==> src/rtl/pipe_ctrl_pkg.sv <==
// Shared types and constants for the pipeline hazard/stall controller.
package pipe_ctrl_pkg;

    localparam int unsigned MulLatDefault = 3;
    localparam int unsigned DivLatDefault = 32;
    localparam int unsigned CntW          = 6;

    typedef enum logic [1:0] {
        IIdle,
        IWait,
        IDrop
    } ifsm_t;

    typedef enum logic {
        DIdle,
        DWait
    } dfsm_t;

endpackage

==> src/rtl/mdu_timer.sv <==
// Multiply/divide occupancy counter: loads the op latency on issue, counts down to idle.
module mdu_timer
    import pipe_ctrl_pkg::*;
#(
    parameter int unsigned MUL_LAT = MulLatDefault,
    parameter int unsigned DIV_LAT = DivLatDefault
) (
    input  logic clk,
    input  logic resetn,
    input  logic start_i,
    input  logic div_i,
    input  logic stall_i,
    output logic busy_o
);

    localparam logic [CntW-1:0] MulLoad = CntW'(MUL_LAT);
    localparam logic [CntW-1:0] DivLoad = CntW'(DIV_LAT);
    localparam logic [CntW-1:0] CntOne  = CntW'(1);

    logic [CntW-1:0] cnt_q, cnt_d;

    // A start while E is held is the same op seen again next cycle, so it must not reload.
    always_comb begin
        cnt_d = cnt_q;
        if (start_i && !stall_i) begin
            cnt_d = div_i ? DivLoad : MulLoad;
        end else if (cnt_q != '0) begin
            cnt_d = cnt_q - CntOne;
        end
    end

    always_ff @(posedge clk) begin
        if (!resetn) begin
            cnt_q <= '0;
        end else begin
            cnt_q <= cnt_d;
        end
    end

    assign busy_o = (cnt_q != '0);

endmodule

==> src/rtl/pipe_ctrl.sv <==
// Hazard and stall controller for the 5-stage pipeline: fetch/data handshake tracking,
// load-use and HI/LO interlocks, exception flush, all resolved into per-stage stall/bubble.
module pipe_ctrl
    import pipe_ctrl_pkg::*;
#(
    parameter int unsigned MUL_LAT = MulLatDefault,
    parameter int unsigned DIV_LAT = DivLatDefault
) (
    input  logic       clk,
    input  logic       resetn,
    input  logic       f_ireq_i,
    input  logic       iresp_ok_i,
    input  logic       m_dreq_i,
    input  logic       dresp_ok_i,
    input  logic [4:0] d_src1_i,
    input  logic [4:0] d_src2_i,
    input  logic       d_use1_i,
    input  logic       d_use2_i,
    input  logic       d_hilo_i,
    input  logic [4:0] e_dst_i,
    input  logic       e_wen_i,
    input  logic       e_is_load_i,
    input  logic       e_mdu_start_i,
    input  logic       e_mdu_div_i,
    input  logic       exc_flush_i,
    output logic       f_stall_o,
    output logic       d_stall_o,
    output logic       e_stall_o,
    output logic       m_stall_o,
    output logic       d_bubble_o,
    output logic       e_bubble_o,
    output logic       m_bubble_o,
    output logic       w_bubble_o,
    output logic       mdu_busy_o
);

    ifsm_t ifsm_q;
    dfsm_t dfsm_q;

    logic dwait, iwait, lu, mh;
    logic src1_hit, src2_hit;

    always_ff @(posedge clk) begin
        if (!resetn) begin
            ifsm_q <= IIdle;
            dfsm_q <= DIdle;
        end else begin
            case (ifsm_q)
                IIdle: if (f_ireq_i && !iresp_ok_i) ifsm_q <= IWait;
                IWait: begin
                    if (iresp_ok_i) begin
                        ifsm_q <= IIdle;
                    end else if (exc_flush_i) begin
                        ifsm_q <= IDrop;
                    end
                end
                // The word returned here belongs to the flushed path and is thrown away.
                IDrop: if (iresp_ok_i) ifsm_q <= IIdle;
                default: ifsm_q <= IIdle;
            endcase

            case (dfsm_q)
                DIdle: if (m_dreq_i && !dresp_ok_i) dfsm_q <= DWait;
                DWait: if (dresp_ok_i) dfsm_q <= DIdle;
                default: dfsm_q <= DIdle;
            endcase
        end
    end

    assign dwait = (m_dreq_i && !dresp_ok_i) || (dfsm_q == DWait && !dresp_ok_i);
    assign iwait = (f_ireq_i && !iresp_ok_i)
                || ((ifsm_q == IWait || ifsm_q == IDrop) && !iresp_ok_i)
                || (ifsm_q == IDrop);

    assign src1_hit = d_use1_i && (d_src1_i == e_dst_i);
    assign src2_hit = d_use2_i && (d_src2_i == e_dst_i);
    assign lu       = e_is_load_i && e_wen_i && (e_dst_i != 5'd0) && (src1_hit || src2_hit);
    assign mh       = mdu_busy_o && d_hilo_i;

    // Priority chain guarantees a stage never sees stall and bubble together.
    always_comb begin
        f_stall_o  = 1'b0;
        d_stall_o  = 1'b0;
        e_stall_o  = 1'b0;
        m_stall_o  = 1'b0;
        d_bubble_o = 1'b0;
        e_bubble_o = 1'b0;
        m_bubble_o = 1'b0;
        w_bubble_o = 1'b0;
        if (dwait) begin
            f_stall_o  = 1'b1;
            d_stall_o  = 1'b1;
            e_stall_o  = 1'b1;
            m_stall_o  = 1'b1;
            w_bubble_o = 1'b1;
        end else if (exc_flush_i) begin
            d_bubble_o = 1'b1;
            e_bubble_o = 1'b1;
            m_bubble_o = 1'b1;
        end else if (lu || mh) begin
            f_stall_o  = 1'b1;
            d_stall_o  = 1'b1;
            e_bubble_o = 1'b1;
        end else if (iwait) begin
            f_stall_o  = 1'b1;
            d_bubble_o = 1'b1;
        end
    end

    mdu_timer #(
        .MUL_LAT(MUL_LAT),
        .DIV_LAT(DIV_LAT)
    ) u_mdu_timer (
        .clk    (clk),
        .resetn (resetn),
        .start_i(e_mdu_start_i),
        .div_i  (e_mdu_div_i),
        .stall_i(e_stall_o),
        .busy_o (mdu_busy_o)
    );

    // A flush cannot be committed while M still owns an outstanding data access.
    flush_vs_dmem_a : assert property (@(posedge clk) disable iff (!resetn)
        !(exc_flush_i && (m_dreq_i || dfsm_q == DWait)));

endmodule

==> config.mk <==
export PLATFORM = sky130hd
export DESIGN_NAME = pipe_ctrl
export DESIGN_NICKNAME = d
export VERILOG_FILES = /design/src/rtl/pipe_ctrl_pkg.sv /design/src/rtl/mdu_timer.sv /design/src/rtl/pipe_ctrl.sv
export SDC_FILE = /design/constraint.sdc
export NUM_CORES = 1
export LEC_CHECK = 0
export CORE_MARGIN = 5
export CORE_UTILIZATION = 34
export DETAILED_ROUTE_END_ITERATION = 6
export GPL_ROUTABILITY_DRIVEN = 0
export PLACE_DENSITY = 0.72
export REMOVE_ABC_BUFFERS = 1
export SYNTH_ARGS = -nofsm -noshare
export SYNTH_HDL_FRONTEND = slang
export SYNTH_SLANG_ARGS = --single-unit
==> constraint.sdc <==
create_clock -name clk -period 1.39 [get_ports clk]
set_clock_uncertainty 0.15 [all_clocks]
set_input_delay 0.139 -clock clk [delete_from_list [all_inputs] [get_ports clk]]
set_output_delay 0.139 -clock clk [all_outputs]
set_load 0.1 [all_outputs]
==> out/results.tsv <==
metric	value	unit
status	finished with violations	
failing checks	setup timing	
Slew Viols, Final	0	
vias after detailed routing	931	
PortBufs	37	
maximum vdd drop	0.001312	V
io pins	38	
remaining antenna violation count after routing	0	
Nets	193	
#FFs+latches synth	9	
hold buffers post-CTS	0	
vias per std cell	5.032	
Post-Synthesis Cell Area	715.7	sq um
reg2reg start	u_mdu_timer.cnt_q[2]	
GRT Total Usage	0.2037	
PnR worst setup slack	-591.0	ps
pwr dens	2027	nW/um^2
hold violation count in the final report	0	
Crit Path Class	reg2out	
clk buf depth	2	
post-synth top area share	0.2517	
Worst-Margin Slew	220.8	ps
Most Used Layer, Global Route	met2	
dpl cell area	1338	sq um
CTS root buffer	clkbuf_4	
hold wc startpoint	m_dreq_i	
clk sinks	9	
Setup Viol. Count Final	14	
met1 Use GR	0.1898	
antenna cells	0	
Crit. End Element	output pin	
initial antenna violation count	0	
dpl hpwl	1946	um
Core Region	1982	sq um
Final Non-Filler Cells	185	
post-synthesis mux area share	0.02797	
Max Cap Viol	0	
largest family of logic cells by synthesized area	simple AND/OR/NAND/NOR gates	
Cell variety after synth	28	
gr ovfl total	0	
final instance area	1633	sq um
Startpoint Class	flop	
M3 GR Usage	0.04408	
met2 global-route usage	0.3953	
first-pass GRT wire length	4905	um
Synth Instances	93	
DRT Wirelength	2929	um
Max-slew headroom	0.8513	
total CTS buffers	3	
Avg Synthesized Cell Area	7.696	sq um
routed length per instance	15.83	um
FP Rows	16	
utilization after layout	0.8239	
pin count of the biggest net entering global routing	7	
Max Freq	0.5048	GHz
worst-skew pair later-pin latency	270	ps
DRT Pass-1 Iters	4	
complex-gate fraction of the synthesized area	0.1731	
Tmin final	1981	ps
Synth Area in Adders	0.08741	
unrepaired setup endpoints after global routing	true	
initial core utilization	0.3611	
data arrival time of the worst path	1690	ps
CP Max Fanout	2	
CTS tree	yes	
sequential fraction of the synthesis area	0.2517	
post-synthesis xor/xnor area fraction	0.1591	
Yosys warnings	0	
Reg clk slew, reported paths	60	ps
Iteration-0 DRC Markers	16	
area leader, netlist	dfxtp_1	
DRC Markers	0	
Post-Synth Simple-Gate Area	0.2378	
vias in the first global route	1049	
H-tree depth	1	
Die Ht	55.88	um
Worst Setup SP	ifsm_q[0]	
DIE WIDTH	55.88	um
required time of the critical path	1100	ps
Cells after DPL	174	
Hold WC Path Type	in2reg	
fin crit share	1.425	
share of cells above drive strength 1	0.5380	
Area Overhead vs Synth	128.1	%
Worst Hold Margin	245.0	ps
total leakage power	0.6982	nW
die area	3123	sq um
Synth area leaders	dfxtp_1 25%, xnor2_1 15%, ha_1 8.7%	
[stage by stage]
step                      worst slack [ps]  power [mW]  setup TNS [ps]
after floorplan                      -2620       1.662          -12370
after global placement              -815.8       2.418           -4636
after detailed placement            -837.4       2.469           -4949
after CTS                           -605.1       3.049           -2451
after global routing                -652.6       3.484           -3486
final                               -591.0       3.309           -2705
[layout by cell type (no fill, tap or decap), drive strengths merged, types with 2 or more instances in the layout]
cell	n
dlygate4sd2	6
o21ai	4
dfxtp	9
nand2	9
buf	38
xnor2	12
inv	8
clkdlybuf4s50	11
mux2i	2
nand3	3
ha	5
nor2	14
a21oi	7
clkdlybuf4s15	4
nand4	3
clkbuf	7
or3	2
[critical path: stages, from the launching register on]
cell     delay [ps]
dfxtp_2         360
inv_4            50
ha_4            210
nor2_4          100
nor2_4           50
a211o_1         260
a21oi_2         130
o21ai_2          90
buf_12          170
[kinds of logic after synthesis]
group                      Yosys count
AOI/OAI and AO/OA                   19
buffers and inverters               10
adders and majority gates            5
DFF                                  9
muxes                                2
xor gates and xnor gates            13
and+or+nand+nor                     35
[worst paths after layout]
kind                                        endpoint  slack, ps  cells after the start
worst max-delay path                       f_stall_o       -590                      8
worst min-delay path                          dfsm_q        250                      4
worst max register to register  u_mdu_timer.cnt_q[5]       -170                      6
worst min register to register  u_mdu_timer.cnt_q[3]        490                      3
[Yosys cell counts]
master,instances
nand2_1,9
nor2_1,14
nand4_1,3
o21ai_1,3
nand3b_1,1
a31oi_1,1
mux2i_1,2
nor3_1,1
nand2b_1,1
o22ai_1,1
dfxtp_1,9
nor2b_1,1
a21oi_1,7
a22oi_1,1
o21a_1,1
or3_1,2
o311a_1,1
ha_1,5
o21ai_0,1
inv_1,8
buf_4,2
nand3_1,2
a221oi_2,1
xor2_1,1
xnor2_1,12
o21bai_1,1
a211o_1,1
nand3_4,1
[flip-flops by register name (all words and copies together) (netlist names)]
signal / flops
u_mdu_timer.cnt_q: 6
ifsm_q: 2
dfsm_q: 1
[per-layer routing]
metal	part of all wire	vias to the layer above
li1	-	448
met4	0.040	0
met1	0.35	444
met3	0.028	12
met2	0.59	27
met5	0	-
[what timing repair did]
| action | in CTS | in global routing |
|---|---|---|
| pin swaps | 32 | 23 |
| buffers inserted | 6 | 3 |
| setup endpoints to repair | 14 | 16 |
| gates resized for setup | 71 | 26 |
[cell type report]
type,instances,area (sq um)
flip-flops and latches,9,187.7
repair buffers,63,663.1
inverters,8,35.03
clock buffers,4,26.28
multi-input cells,74,686.9
fillers,110,349.1
well taps,27,33.78
[power breakdown]
| group | internal, mW | switching [mW] | leakage (nW) | total, mW |
|---|---|---|---|---|
| sequential | 0.363 | 0.0788 | 0.0762 | 0.442 |
| combinational | 1.24 | 1.41 | 0.607 | 2.65 |
| clock | 0.111 | 0.101 | 0.0150 | 0.212 |
| total | 1.72 | 1.59 | 0.698 | 3.31 |
Note: power is estimated with default switching activity, not from simulation.
